**config.mk**
```make
export PLATFORM = sky130hd
export DESIGN_NAME = mul32acc_seq_flat
export DESIGN_NICKNAME = d
export VERILOG_FILES = /design/src/rtl/mul32acc_seq_pkg.sv /design/src/rtl/mul32acc_seq_if.sv /design/src/rtl/mul32acc_seq_mul_step.sv /design/src/rtl/mul32acc_seq.sv /design/src/flat_wrapper.sv
export SDC_FILE = /design/constraint.sdc
export NUM_CORES = 1
export LEC_CHECK = 0
export CAP_MARGIN = 20
export CELL_PAD_IN_SITES_DETAIL_PLACEMENT = 2
export CELL_PAD_IN_SITES_GLOBAL_PLACEMENT = 2
export CORE_ASPECT_RATIO = 0.6
export CORE_MARGIN = 8
export CORE_UTILIZATION = 36
export DETAILED_ROUTE_END_ITERATION = 8
export PLACE_DENSITY = 0.86
export SKIP_CTS_REPAIR_TIMING = 1
export SYNTH_ARGS = -nofsm -noshare
export SYNTH_HDL_FRONTEND = slang
export SYNTH_SLANG_ARGS = --single-unit
```
**constraint.sdc**
```tcl
create_clock -name clk -period 6.6 [get_ports clk]
set_input_delay 0.66 -clock clk [delete_from_list [all_inputs] [get_ports clk]]
set_output_delay 0.66 -clock clk [all_outputs]
set_load 0.1 [all_outputs]
```
**src/rtl/mul32acc_seq_pkg.sv**
```systemverilog
// mul32acc_seq_pkg
// Shared definitions for the iterative multiply-accumulate p = a*b + c.
//   state_t  : FSM encoding (IDLE, RUN, DONE)
//   K_DEF    : default operand width
//   BPC_DEF  : default multiplier bits retired per cycle
//   CNT_W    : iteration counter width for the default configuration
//   cnt_w()  : counter width for any legal (K, BPC)
//   bpc_ok() : legality of a (K, BPC) pair, used as an elaboration check
package mul32acc_seq_pkg;

  localparam int K_DEF   = 32;
  localparam int BPC_DEF = 2;
  localparam int CNT_W   = $clog2(K_DEF / BPC_DEF);

  typedef enum logic [1:0] {
    IDLE = 2'd0,
    RUN  = 2'd1,
    DONE = 2'd2
  } state_t;

  // Guard against a zero-width counter when only one iteration is needed.
  function automatic int cnt_w(input int k, input int bpc);
    return ((k / bpc) > 1) ? $clog2(k / bpc) : 1;
  endfunction

  function automatic bit bpc_ok(input int k, input int bpc);
    return ((bpc == 1) || (bpc == 2) || (bpc == 4) || (bpc == 8)) && ((k % bpc) == 0);
  endfunction

endpackage

```
**src/rtl/mul32acc_seq_if.sv**
```systemverilog
// mul32acc_seq_if
// Operand/result bus of the multiply-accumulate.
// Handshake: a transfer happens on a rising clk edge where valid && ready are
// both high; the payload must be stable while valid is high, and valid must not
// depend on ready. The input side carries a, b, c; the output side carries p, err.
//   master : drives in_valid, a, b, c, out_ready (the requester)
//   slave  : drives in_ready, out_valid, p, err  (the multiplier)
// Parameter K : operand width (p is 2K bits).
interface mul32acc_seq_if #(
  parameter int K = 32
);
  logic           in_valid;
  logic           in_ready;
  logic [K-1:0]   a;
  logic [K-1:0]   b;
  logic [K-1:0]   c;
  logic           out_valid;
  logic           out_ready;
  logic [2*K-1:0] p;
  logic           err;

  modport master (
    output in_valid, a, b, c, out_ready,
    input  in_ready, out_valid, p, err
  );

  modport slave (
    input  in_valid, a, b, c, out_ready,
    output in_ready, out_valid, p, err
  );
endinterface

```
**src/rtl/mul32acc_seq_mul_step.sv**
```systemverilog
// mul32acc_seq_mul_step
// Combinational shift-add step: retires BPC multiplier bits in one go.
//   acc_i/acc_o : 2K-bit running sum
//   mc_i/mc_o   : 2K-bit multiplicand, shifted left once per retired bit
//   mp_i/mp_o   : K-bit multiplier, shifted right once per retired bit
module mul32acc_seq_mul_step #(
  parameter int K   = 32,
  parameter int BPC = 2
) (
  input  logic [2*K-1:0] acc_i,
  input  logic [2*K-1:0] mc_i,
  input  logic [K-1:0]   mp_i,
  output logic [2*K-1:0] acc_o,
  output logic [2*K-1:0] mc_o,
  output logic [K-1:0]   mp_o
);

  logic [2*K-1:0] acc_t;
  logic [2*K-1:0] mc_t;
  logic [K-1:0]   mp_t;

  // Sums never exceed 2^2K - 2^K, so the 2K-bit add cannot overflow.
  always_comb begin
    acc_t = acc_i;
    mc_t  = mc_i;
    mp_t  = mp_i;
    for (int i = 0; i < BPC; i++) begin
      if (mp_t[0]) acc_t = acc_t + mc_t;
      mc_t = mc_t << 1;
      mp_t = mp_t >> 1;
    end
    acc_o = acc_t;
    mc_o  = mc_t;
    mp_o  = mp_t;
  end

endmodule

```
**src/rtl/mul32acc_seq.sv**
```systemverilog
// mul32acc_seq
// Iterative unsigned multiply-accumulate p = a*b + c at 2K-bit width; the
// inverse of the 2K/K divider (a=quotient, b=divisor, c=remainder).
// Result appears exactly K/BPC edges after the accept edge; one result per
// K/BPC + 2 cycles; latency is data independent.
// Ports:
//   clk        clock
//   rstn       asynchronous active-low reset
//   bus        mul32acc_seq_if.slave (in_valid/in_ready/a/b/c, out_valid/out_ready/p/err)
//   dbg_state  current FSM state
// Build option: define MUL_REM_CHECK_EN to flag c >= b on err while the result
// is valid (an illegal divider remainder); otherwise err is tied low.
module mul32acc_seq
  import mul32acc_seq_pkg::*;
#(
  parameter int K   = K_DEF,
  parameter int BPC = BPC_DEF
) (
  input  logic          clk,
  input  logic          rstn,
  mul32acc_seq_if.slave bus,
  output state_t        dbg_state
);

  localparam int CW = cnt_w(K, BPC);
  localparam logic [CW-1:0] CNT_LOAD = CW'(K / BPC - 1);

  if (!bpc_ok(K, BPC)) begin : g_bad_cfg
    $error("mul32acc_seq: BPC must be 1, 2, 4 or 8 and divide K");
  end

  state_t         state_q, state_d;
  logic [2*K-1:0] acc_q, acc_d;
  logic [2*K-1:0] mc_q, mc_d;
  logic [K-1:0]   mp_q, mp_d;
  logic [CW-1:0]  cnt_q, cnt_d;
  logic [2*K-1:0] p_q, p_d;
  logic           out_valid_q, out_valid_d;
`ifdef MUL_REM_CHECK_EN
  logic           err_q, err_d;
`endif

  logic [2*K-1:0] acc_n;
  logic [2*K-1:0] mc_n;
  logic [K-1:0]   mp_n;

  mul32acc_seq_mul_step #(.K(K), .BPC(BPC)) u_step (
    .acc_i (acc_q),
    .mc_i  (mc_q),
    .mp_i  (mp_q),
    .acc_o (acc_n),
    .mc_o  (mc_n),
    .mp_o  (mp_n)
  );

  always_comb begin
    state_d     = state_q;
    acc_d       = acc_q;
    mc_d        = mc_q;
    mp_d        = mp_q;
    cnt_d       = cnt_q;
    p_d         = p_q;
    out_valid_d = out_valid_q;
`ifdef MUL_REM_CHECK_EN
    err_d       = err_q;
`endif
    case (state_q)
      IDLE: begin
        // in_ready is high throughout IDLE, so in_valid alone means accept.
        if (bus.in_valid) begin
          acc_d   = {{K{1'b0}}, bus.c};
          mc_d    = {{K{1'b0}}, bus.a};
          mp_d    = bus.b;
          cnt_d   = CNT_LOAD;
          state_d = RUN;
`ifdef MUL_REM_CHECK_EN
          err_d   = (bus.c >= bus.b);
`endif
        end
      end
      RUN: begin
        acc_d = acc_n;
        mc_d  = mc_n;
        mp_d  = mp_n;
        cnt_d = cnt_q - CW'(1);
        if (cnt_q == '0) begin
          p_d         = acc_n;
          out_valid_d = 1'b1;
          state_d     = DONE;
        end
      end
      DONE: begin
        // No bypass: the next accept can only happen once back in IDLE.
        if (bus.out_ready) begin
          out_valid_d = 1'b0;
          state_d     = IDLE;
        end
      end
      default: state_d = IDLE;
    endcase
  end

  always_ff @(posedge clk or negedge rstn) begin
    if (!rstn) begin
      state_q     <= IDLE;
      acc_q       <= '0;
      mc_q        <= '0;
      mp_q        <= '0;
      cnt_q       <= '0;
      p_q         <= '0;
      out_valid_q <= 1'b0;
`ifdef MUL_REM_CHECK_EN
      err_q       <= 1'b0;
`endif
    end else begin
      state_q     <= state_d;
      acc_q       <= acc_d;
      mc_q        <= mc_d;
      mp_q        <= mp_d;
      cnt_q       <= cnt_d;
      p_q         <= p_d;
      out_valid_q <= out_valid_d;
`ifdef MUL_REM_CHECK_EN
      err_q       <= err_d;
`endif
    end
  end

  assign bus.in_ready  = (state_q == IDLE);
  assign bus.out_valid = out_valid_q;
  assign bus.p         = p_q;
`ifdef MUL_REM_CHECK_EN
  assign bus.err       = out_valid_q & err_q;
`else
  assign bus.err       = 1'b0;
`endif
  assign dbg_state     = state_q;

endmodule

```
**src/flat_wrapper.sv**
```systemverilog
// flat-port wrapper written by rule: the top's interface ports become plain ports
module mul32acc_seq_flat import mul32acc_seq_pkg::*;
#(
  parameter int K   = K_DEF,
  parameter int BPC = BPC_DEF
)
  (clk, rstn, dbg_state, bus_in_valid, bus_a, bus_b, bus_c, bus_out_ready, bus_in_ready, bus_out_valid, bus_p, bus_err);
  mul32acc_seq_if #(.K(K)) bus_i ();
  input  logic clk;
  input  logic rstn;
  output state_t dbg_state;
  input wire logic [$bits(bus_i.in_valid)-1:0] bus_in_valid;
  input wire logic [$bits(bus_i.a)-1:0] bus_a;
  input wire logic [$bits(bus_i.b)-1:0] bus_b;
  input wire logic [$bits(bus_i.c)-1:0] bus_c;
  input wire logic [$bits(bus_i.out_ready)-1:0] bus_out_ready;
  output wire logic [$bits(bus_i.in_ready)-1:0] bus_in_ready;
  output wire logic [$bits(bus_i.out_valid)-1:0] bus_out_valid;
  output wire logic [$bits(bus_i.p)-1:0] bus_p;
  output wire logic [$bits(bus_i.err)-1:0] bus_err;
  assign bus_i.in_valid = bus_in_valid;
  assign bus_i.a = bus_a;
  assign bus_i.b = bus_b;
  assign bus_i.c = bus_c;
  assign bus_i.out_ready = bus_out_ready;
  assign bus_in_ready = bus_i.in_ready;
  assign bus_out_valid = bus_i.out_valid;
  assign bus_p = bus_i.p;
  assign bus_err = bus_i.err;
  mul32acc_seq #(.K(K), .BPC(BPC)) u_core (.clk(clk), .rstn(rstn), .bus(bus_i), .dbg_state(dbg_state));
endmodule
```
======== Word level (Yosys, flattened, before mapping) ========
Index checks and enable logic that the tools add are counted.
storage, ports and cells
  register bits after elaboration ......... 231
  input port bits ......................... 100
  output and inout port bits .............. 69
operators by class
  add/sub/neg operators ................... 3
  equality and inequality tests ........... 5
  mux-type cells .......................... 17
  reductions and logical operators ........ 8
operators with widths
  operator                                               number
  two-way mux 64 bit                                     4
  case mux 64 bit (2 select lines)                       2
  adder 64 bit                                           2
  case mux 32 bit (2 select lines)                       1
  two-way mux 32 bit                                     1
  case mux 4 bit (2 select lines)                        1
  two-way mux 2 bit                                      3
  case mux 2 bit (3 select lines)                        1
  AND reduction 3 bit                                    2
  logical NOT 4 bit                                      1
  two-way mux 4 bit                                      1
  inequality test 2 bit, second input constant           2
  AND reduction 2 bit                                    2
  nonzero test 2 bit                                     2
  subtractor 4 x 1 -> 4 bit, second input constant       1
  equality test 2 x 1 -> 1 bit, second input constant    1
  equality test 2 bit, second input constant             1
  logical NOT 2 bit                                      1
  two-way mux 1 bit                                      2
  inequality test 2 x 1 -> 1 bit, second input constant  1
  case mux 1 bit (2 select lines)                        1

======== Longest topological paths before layout ========
Gate-level depths: netlist of the first run.
  word-level depth ........................ 5
  depth in mapped cells ................... 26
  gate-level depth less buffers ........... 26

======== By module ========
A second synthesis of the first run with hierarchy kept.
second synthesis, totals
  cell total of the unflattened synthesis .. 2267
  area total of the unflattened synthesis .. 19909.1 µm²
modules (own cells, without submodules)
  module                 instances  cells each  area an instance (µm²)
  mul32acc_seq           1          848         10065.9
  mul32acc_seq_mul_step  1          1419        9843.2

======== Worst setup path after synthesis of the first run ========
Ideal clock, no wire load.
  kind .................................... reg-to-reg
  start point ............................. register u_core.mc_q[0]
  end point ............................... register u_core.acc_q[63]
  library setup time ...................... 0.119 ns
  arrival time ............................ 4.985 ns
  required time ........................... 6.481 ns
  setup slack ............................. 1.497 ns
  stages on the path, launching flop included .. 26
  path buffers ............................ 0
  period minus slack after synthesis ...... 5.103 ns
  cells stage by stage .................... dfrtp_1 ha_1 inv_1 fa_1 nor2b_1 o31ai_1 a21bo_1 a2111oi_2 o21bai_1 a311o_1 a21oi_2 o22ai_1 xnor2_1 mux2_2 ha_1 and4_1 and3_1 a31oi_1 o22ai_1 o22ai_1 nand4b_1 nor3_1 nand4b_4 and4_4 o31ai_1 a21bo_1
between the ends
  longest elaborated chain between the ends .. 5
RTL lines
  what                                RTL line                     source
  start, declared                     mul32acc_seq.sv:34           logic [2*K-1:0] mc_q, mc_d;
  start signal, assigned              mul32acc_seq.sv:118          mc_q <= mc_d;
  adder 64 bit                        mul32acc_seq_mul_step.sv:28  if (mp_t[0]) acc_t = acc_t + mc_t;
  two-way mux 64 bit                  mul32acc_seq_mul_step.sv:28
  adder 64 bit                        mul32acc_seq_mul_step.sv:28
  two-way mux 64 bit *                mul32acc_seq_mul_step.sv:28
  case mux 64 bit (2 select lines) *  mul32acc_seq.sv:67           case (state_q)
  end signal, assigned                mul32acc_seq.sv:106          acc_q <= '0;
  end signal, assigned                mul32acc_seq.sv:117          acc_q <= acc_d;
  end, declared                       mul32acc_seq.sv:33           logic [2*K-1:0] acc_q, acc_d;
Mark *: on every way between the ends. The rest lies on a longest branch, timed or not.
A chain may end at the register's enable or synchronous reset.

======== Final worst setup path of the first run ========
  start point ............................. register u_core.mc_q[3]
  end point ............................... register u_core.p_q[62] (netlist: u_core.bus.p[62])
between the ends
  longest elaborated chain between the ends .. 4
RTL lines
  what                  RTL line                     source
  adder 64 bit          mul32acc_seq_mul_step.sv:28
  two-way mux 64 bit    mul32acc_seq_mul_step.sv:28
  adder 64 bit          mul32acc_seq_mul_step.sv:28
  two-way mux 64 bit *  mul32acc_seq_mul_step.sv:28
  end signal, assigned  mul32acc_seq.sv:121          p_q <= p_d;
  end, declared         mul32acc_seq.sv:37           logic [2*K-1:0] p_q, p_d;
Marked as above.

==> metrics.csv, run 1 <==
stage;metric;value;unit
status;status;finished clean;
layout;n_antenna_cell;0;
yosys;synth.distinct_cells;105;
yosys;synth_top_family_by_area;compound AO/OA/AOI/OAI gates;
clock_network;clk_path_buf_depth;3;
routing;routedWlPerCell;27.37;um
global_route;antenna_found_initial;0;
yosys;synthAdderAreaFrac;0.08765;
yosys;synth-edff-count;0;
yosys;synthTopCellsByCount;nand2_1, a21oi_1, dfrtp_1, o21ai_0, ha_1;
worst_setup_path;rr_startpoint;u_core.mc_q[3];
routing;vias;19228;
yosys;synth.ff_latch_count;231;
floorplanning;die_w;311.6;um
worst_setup_path;r2r-end;u_core.bus.p[62];
yosys;yosysSeqAreaShare;0.3063;
layout;drive_above_1_share;0.08396;
yosys;yosysWarnings;0;
yosys;synthSimpleGateAreaFrac;0.1661;
timing;hold_viol_final;0;
yosys;synth_nets;2501;
timing;worst_slack;0.2369;ns
min_path;hp-class;in -> async;
worst_setup_path;crit_required;7.06;ns
placement;place_hpwl;64.73;mm
yosys;yosysTopAreaCell;dfrtp_1;
yosys;synth_xor_area_frac;0.04853;
timing;final-max-slew-violation-count;0;
yosys;synth_compound_area_frac;0.3099;
worst_setup_path;reg2reg_slack;0.24;ns
routing;first_pass_iters;5;
placement;dp.cells;3037;
clock_network;numClockSinks;231;
layout;regArea;5788;um2
yosys;ys_async_sr_fraction;1.000;
clock_network;cts_tree;built;
yosys;yosysTopAreaCellShare;0.3063;
timing;setup_viol;0;
routing;routed_wl;84.43;mm
timing;worstMarginPinSlew;1.110;ns
floorplanning;dieArea;60240;um2
flow_run;maxCapViolations;0;
global_route;grt.overflow.total;0;
layout;n_fill_cell;5768;
timing;rsz0062_at_grt;false;
floorplanning;die_h;193.3;um
timing;relSlewSlack;0.2578;
global_route;grt_pass1_vias;20625;
floorplanning;row_count;65;
routing;drt_iter0_drc;1524;
yosys;netlist_instances;2270;
placement;dpl_worst_slack;0.1215;ns
timing;skew;0.02755;ns
clock_network;cts-root-buf;clkbuf_16;
floorplanning;pin_count;169;
layout;multiInputGateArea;12410;um2
clock_network;cts_buffers;26;
yosys;syn_area;18870;um2
clock_network;cts_max_level;1;
layout;area_growth;16.93;%
yosys;synthMuxAreaShare;0.03945;
placement;gp_congestion;0.9404;
worst_setup_path;arrival;6.83;ns
worst_setup_path;setup.worst_path.class;reg -> reg;
clock_network;clk_latency;0.58;ns
yosys;postSynthAreaPerCell;8.313;um2
routing;antenna_left;0;
yosys;yosysMostFrequentCell;nand2_1;
floorplanning;coreArea;52130;um2
worst_setup_path;worstSetupStartpointType;flip-flop;
placement;port_buffers;167;
worst_setup_path;cp_max_fo;5;
worst_setup_path;reg2regPathDepth;24;
timing;timing.final.crit_share;0.9641;
layout;nets;2595;
routing;viasPerCell;6.233;
timing;whs;0.02311;ns
worst_setup_path;critPathCaptureType;flip-flop;
timing;fmax;0.1572;GHz
floorplanning;start_util;0.3620;
clock_network;cts.reportedPaths.clkPinSlew;0.06;ns
routing;drc;0;
yosys;yosys-top-cells-area;dfrtp_1, ha_1, a21oi_1;
global_route;grt_pass1_wl;129.9;mm
yosys;synth_flop_cell;dfrtp_1;
layout;final_cells;3085;
timing;tns;0;ns
timing;fin_crit;6.363;ns
global_route;track_usage;0.2684;
global_route;grt_max_degree;80;
sequential cells by signal (all words and copies together), names as in the netlist:
name / flops
u_core.bus.out_valid: 1
u_core.bus.p: 64
u_core.acc_q: 64
u_core.mc_q: 64
u_core.dbg_state: 2
u_core.mp_q: 32
u_core.cnt_q: 4
per-stage QoR:
stage | instance area (um2) | utilization
3_5_place_dp | 21160 | 0.4058
6_report | 22070 | 0.4233
5_1_grt | 22070 | 0.4233
2_1_floorplan | 18870 | -
3_3_place_gp | 21160 | 0.4058
4_1_cts | 21970 | 0.4215
cells in the final DEF (no fill, tap or decap), drive strengths merged, types with 21 or more instances in the layout:
| cell | count |
|---|---|
| and3 | 26 |
| a22o | 41 |
| nor2b | 80 |
| o21ai | 257 |
| buf | 46 |
| xnor2 | 57 |
| nor3 | 26 |
| dfrtp | 231 |
| nand4 | 33 |
| xor2 | 45 |
| a21o | 82 |
| a211oi | 34 |
| clkdlybuf4s50 | 165 |
| nand3 | 28 |
| o21a | 21 |
| ha | 129 |
| nand2 | 261 |
| nor2 | 109 |
| a21oi | 232 |
| inv | 45 |
| o21bai | 28 |
| clkbuf | 39 |
| mux2 | 48 |
| a22oi | 72 |
kinds of logic (layout without fill, tap and decap cells):
kind of cell               after synthesis  count (layout)
xor gates and xnor gates               103             103
other                                    1               1
and+or+nand+nor                        639             639
muxes                                   68              68
buffers and inverters                  191             303
DFF                                    231             231
AOI/OAI and AO/OA                      906             906
adders and majority gates              131             131
worst max-delay path, cell delays in order (launching register included):
cell     delay (ns)
dfrtp_1        0.47
ha_1           0.39
and2_1         0.20
a221o_1        0.39
nor3_4         0.47
o22ai_2        0.14
o21ba_1        0.25
o21ai_1        0.16
and2_1         0.24
o21ai_0        0.13
a21o_1         0.22
xor2_1         0.15
mux2_2         0.30
ha_1           0.32
a21o_1         0.19
a32o_1         0.27
o41ai_2        0.31
o21ai_0        0.26
a21oi_1        0.28
o21ai_0        0.14
a21oi_2        0.20
o21ai_0        0.15
mux2i_1        0.16
mux2_2         0.28
a21o_1         0.16
routing by layer:
metal,global-route usage,vias up,share of wire
li1,-,8542,-
met1,0.4037,9914,0.49
met2,0.3936,664,0.42
met3,0.05642,108,0.080
met4,0.04945,0,0.018
met5,0,-,0
area by class of cell:
class,instances,area share
clock buffer,39,0.03442
inverter,46,0.007825
tap,703,0.03986
sequential,231,0.2623
timing repair buffer,211,0.09072
multi-input combinational,1848,0.5623
clock inverter,7,0.002552
worst max path at each step:
| stage | endpoint | depth (start not counted) | startpoint | slack, ns |
|---|---|---|---|---|
| final | u_core.bus.p[62] | 24 | u_core.mc_q[3] | 0.24 |
| after global routing | u_core.acc_q[63] | 26 | u_core.mc_q[0] | 0.03 |
| after CTS | u_core.acc_q[59] | 22 | u_core.mc_q[0] | 0.02 |
| after detailed placement | u_core.bus.p[62] | 25 | u_core.mc_q[0] | 0.12 |
| after global placement | u_core.acc_q[59] | 22 | u_core.mc_q[0] | 0.34 |
| after floorplan | u_core.acc_q[63] | 25 | u_core.mc_q[0] | 1.50 |
Power of run 1 is left out: the tool's default activity adds up to more than one toggle a clock period on the data nets, which glitch-free logic cannot reach.
==> run 2, diff against run 1 <==
Settings changed: CORE_UTILIZATION 36 to 39, PLACE_DENSITY 0.86 to 0.92.
Clock period 6.6 ns to 8 ns, I/O delays scaled along.
==> run 2 against run 1 <==
  * Worst setup slack improved by 0.67 ns
  * Global-route usage is 3.5 points higher
  * Non-clock buffer count shrank 26
  * Maximum frequency is 10% lower
  * Critical path depth did not move
  * First-iteration DRC count increased by 18%
  * Final cell count shrank 2.9%
  * Register-to-register slack better by 0.67 ns
  * Routed wire length increased by 5.2%
  * Critical path type unchanged
  * Largest cell class unchanged
  * Highest routed layer is now met5
==> metrics.csv, run 2 (synthesis gave the netlist of run 1 again) <==
stage;metric;value;unit
timing;tns;0;ns
global_route;grtUsageMet2;0.4591;
timing;rsz0062_at_grt;false;
worst_setup_path;startpoint;u_core.mc_q[0];
global_route;met1_usage;0.4259;
worst_setup_path;arrival;7.58;ns
worst_setup_path;setup.worst_path.class;reg -> reg;
layout;layout_common_cells;nand2_1, a21oi_1, dfrtp_1;
global_route;antenna_found_initial;3;
clock_network;cts_tree;built;
clock_network;cts_buffers;26;
routing;vias;19615;
placement;placed_cell_area;20910;um2
routing;drt_iter0_drc;1791;
worst_setup_path;worstPathCellList;ha_1 -> inv_1 -> fa_1 -> nor2b_1 -> o31ai_1 -> a21bo_1 -> a2111oi_1 -> o21ai_1 -> nand2b_1 -> a21boi_1 -> o21ai_0 -> xnor2_1 -> mux2i_1 -> inv_1 -> ha_1 -> a32o_1 -> o41ai_1 -> o21ai_0 -> a21oi_1 -> a21boi_0 -> xnor2_1 -> nor2_1 -> a211o_1 -> mux2_2;
clock_network;cts_max_level;1;
layout;nets;2569;
min_path;hp-class;in -> async;
timing;fin_crit;7.091;ns
flow_run;maxCapViolations;0;
worst_setup_path;cp_max_fo;9;
routing;routedWlPerCell;29.65;um
timing;worstMarginPinSlew;1.161;ns
layout;layout_commonest_cell;nand2_1;
global_route;grt_max_degree;146;
floorplanning;dieArea;55910;um2
timing;relSlewSlack;0.2237;
status;status;finished clean;
worst_setup_path;critPathCaptureType;flip-flop;
global_route;track_usage;0.3034;
timing;setup_viol;0;
clock_network;clk_path_buf_depth;3;
timing;skew;0.05932;ns
placement;port_buffers;167;
placement;gp_congestion;0.9754;
routing;drc;0;
global_route;met3_usage;0.07432;
worst_setup_path;rr_startpoint;u_core.mc_q[0];
routing;first_pass_iters;5;
layout;area_growth;15.70;%
timing;fmax;0.1410;GHz
worst_setup_path;cp_slowest_cell;a2111oi_1;
global_route;grt.overflow.total;0;
floorplanning;die_h;186.4;um
layout;n_fill_cell;5273;
global_route;grt_pass1_wl;134.3;mm
floorplanning;coreArea;47790;um2
clock_network;clk_latency;0.62;ns
floorplanning;row_count;62;
layout;drive_above_1_share;0.07173;
global_route;grt_busiest_layer;met2;
clock_network;cts-root-buf;clkbuf_16;
global_route;grt_pass1_vias;20933;
worst_setup_path;worstSetupStartpointType;flip-flop;
worst_setup_path;crit_required;8.49;ns
timing;timing.final.crit_share;0.8863;
timing;final-max-slew-violation-count;0;
layout;multiInputGateArea;12330;um2
floorplanning;die_w;300.0;um
clock_network;numClockSinks;231;
layout;regArea;5788;um2
routing;antenna_left;0;
worst_setup_path;slowest_delay;0.59;ns
placement;place_hpwl;66.11;mm
routing;routed_wl;88.85;mm
timing;hold_viol_final;0;
floorplanning;pin_count;169;
routing;viasPerCell;6.545;
floorplanning;start_util;0.3949;
layout;final_area;21830;um2
clock_network;cts.reportedPaths.clkPinSlew;0.07;ns
## run 2: changes by cell type in the layout (fill, tap and decap cells not counted), sizes merged
| cell | change |
|---|---|
| buf | -26 |
| diode | +1 |
| clkbuf | -5 |
| clkinv | +6 |
| bufinv | +3 |
| clkinvlp | -4 |
## run 2: per-layer routing
layer  vias to the layer above  wire, um
met4                         4      2543
met1                     10153     40560
met2                       818     38350
met3                       163      7358
li1                       8477         -
met5                         -        27
## run 2: area by class of cell
type | instances | area share
Multi-Input combinational cell | 1848 | 0.5646
Sequential cell | 231 | 0.2651
Timing Repair Buffer | 185 | 0.08378
Tap cell | 640 | 0.03668
Clock buffer | 34 | 0.03393
Inverter | 46 | 0.007908
Clock inverter | 12 | 0.007851
Antenna cell | 1 | 0.0001146
## run 2: final timing paths
path,to,slack [ns],depth (start not counted)
setup reg to reg,u_core.bus.p[54],0.91,24
hold reg to reg,u_core.bus.p[44],0.48,2
setup / recovery,u_core.bus.p[54],0.91,24
hold / removal,u_core.acc_q[23],0.22,1
min in group clk,u_core.bus.p[44],0.48,2
max in group asynchronous,u_core.dbg_state[0],6.38,2
## run 2: stage by stage
step	setup slack, ns	hold WS, ns	utilization	std cells
global placement	1.496	0.4610	0.4377	2949
CTS	1.130	0.2322	0.4567	2995
finish	0.9095	0.2158	0.4569	2997
detailed placement	1.246	0.4712	0.4377	2949
global route	0.4450	0.2580	0.4569	2997
floorplan	2.897	0.4456	-	2270
## run 2: critical path: cells and delay by family, from the launching register on
kind,cells,cell delay (ns)
XOR/XNOR,2,0.29
flip-flops,1,0.42
AO/OA/AOI/OAI,12,3.75
multiplexers,2,0.69
AND/OR/NAND/NOR,3,0.50
buffers and inverters,2,0.18
adder cells (fa/ha/maj),3,1.10
Power of run 2 is left out for the same reason.
==> run 3, diff against run 2 <==
Settings changed: CAP_MARGIN 20 to 5.
==> run 3 against run 2 <==
  * Clock-buffer cell count unchanged
  * Critical path depth unchanged
  * Cell area about the same
  * Sequential share of layout area about the same
  * Non-clock buffer count decreased by 1
  * Worst hold slack got worse by 0.0032 ns
  * Global-route usage unchanged
  * Via count about the same
  * Final cell count about the same
  * Flip-flop and latch count unchanged
  * Utilization about the same
  * Largest cell class unchanged
  * Highest routed layer unchanged
==> metrics.csv, run 3 (synthesis gave the netlist of run 1 again) <==
stage;metric;value;unit
status;status;finished clean;
routing;first_pass_iters;5;
global_route;grt_pass1_wl;134.3;mm
routing;drc;0;
routing;drt_iter0_drc;1774;
timing;whs;0.2126;ns
timing;timing.final.crit_share;0.8834;
timing;relSlewSlack;0.1403;
worst_setup_path;arrival;7.55;ns
routing;wl_met1;40.45;mm
worst_setup_path;crit_required;8.49;ns
timing;final-max-slew-violation-count;0;
routing;vias;19623;
placement;placed_cell_area;20910;um2
routing;routedWlPerCell;29.66;um
timing;worstMarginPinSlew;1.278;ns
routing;antenna_left;0;
worst_setup_path;worstSetupStartpointType;flip-flop;
timing;fin_crit;7.068;ns
placement;port_buffers;167;
floorplanning;start_util;0.3949;
timing;rsz0062_at_grt;false;
layout;drive_above_1_share;0.07134;
clock_network;cts_tree;built;
timing;setup_viol;0;
worst_setup_path;setup.worst_path.class;reg -> reg;
routing;highest_layer;met5;
routing;viasPerCell;6.550;
global_route;track_usage;0.3034;
layout;layout_commonest_cell;nand2_1;
clock_network;clk_latency;0.62;ns
flow_run;maxCapViolations;0;
placement;gp_congestion;0.9754;
floorplanning;coreArea;47790;um2
worst_setup_path;critPathCaptureType;flip-flop;
clock_network;cts-root-buf;clkbuf_16;
clock_network;clk_path_buf_depth;3;
floorplanning;die_h;186.4;um
global_route;antenna_found_initial;3;
min_path;hp-class;in -> async;
layout;final_area;21830;um2
floorplanning;pin_count;169;
global_route;grt_pass1_vias;20933;
floorplanning;dieArea;55910;um2
timing;skew;0.05336;ns
timing;tns;0;ns
timing;fmax;0.1415;GHz
clock_network;cts_max_level;1;
worst_setup_path;cp_max_fo;9;
routing;routed_wl;88.87;mm
placement;place_hpwl;66.11;mm
clock_network;cts.reportedPaths.clkPinSlew;0.07;ns
timing;hold_viol_final;0;
global_route;grt_max_degree;146;
clock_network;cts_buffers;26;
layout;nets;2568;
floorplanning;die_w;300.0;um
routing;routed-wl-met3;7.458;mm
clock_network;numClockSinks;231;
floorplanning;row_count;62;
layout;n_fill_cell;5276;
layout;area_growth;15.67;%
routing;wl_met2;38.26;mm
global_route;grt.overflow.total;0;
layout;layout_common_cells;nand2_1, a21oi_1, dfrtp_1;
run 3: worst paths after layout:
| kind | start | endpoint | slack, ns | cells past startpoint |
|---|---|---|---|---|
| worst max register to register | u_core.mc_q[0] | u_core.bus.p[54] | 0.93 | 24 |
| worst min register to register | u_core.bus.p[44] | u_core.bus.p[44] | 0.48 | 2 |
| min in group clk | u_core.bus.p[44] | u_core.bus.p[44] | 0.48 | 2 |
| worst min-delay path | rstn | u_core.acc_q[23] | 0.21 | 1 |
| worst max-delay path | u_core.mc_q[0] | u_core.bus.p[54] | 0.93 | 24 |
| max in group asynchronous | rstn | u_core.dbg_state[0] | 6.36 | 2 |
run 3: final cells by class:
class                           count  area, um2  share of cell area
Inverter                           46      172.7            0.007910
Antenna cell                        1      2.502           0.0001146
Clock inverter                     12      171.4            0.007853
Sequential cell                   231       5788              0.2652
Clock buffer                       34      740.7             0.03393
Tap cell                          640      800.8             0.03668
Multi-Input combinational cell   1848      12330              0.5648
Timing Repair Buffer              184       1824             0.08357
run 3: stage by stage:
step           std cells    util  worst slack [ns]
2_1_floorplan       2270       -             2.897
3_3_place_gp        2949  0.4377             1.496
3_5_place_dp        2949  0.4377             1.246
4_1_cts             2995  0.4567             1.130
5_1_grt             2996  0.4568            0.5260
6_report            2996  0.4568            0.9324
run 3: per-layer routing:
metal / GRT usage / vias to the layer above
li1: - / 8484
met1: 0.4259 / 10159
met2: 0.4591 / 803
met3: 0.07432 / 173
met4: 0.08552 / 4
met5: 0 / -
run 3: worst max-delay path, stage by stage (launching register included):
cell and delay, ns:
dfrtp_1 0.43, ha_1 0.24, inv_1 0.09, fa_1 0.43, nor2b_1 0.23, o31ai_1 0.18, a21bo_1 0.29, a2111oi_1 0.59
o21ai_1 0.27, nand2b_1 0.21, a21boi_1 0.13, o21ai_0 0.21, xnor2_1 0.11, mux2i_1 0.42, inv_1 0.09, ha_1 0.43
a32o_1 0.28, o41ai_1 0.57, o21ai_0 0.32, a21oi_1 0.23, a21boi_0 0.36, xnor2_1 0.17, nor2_1 0.06, a211o_1 0.32
mux2_2 0.27
Power of run 3 is left out for the same reason.
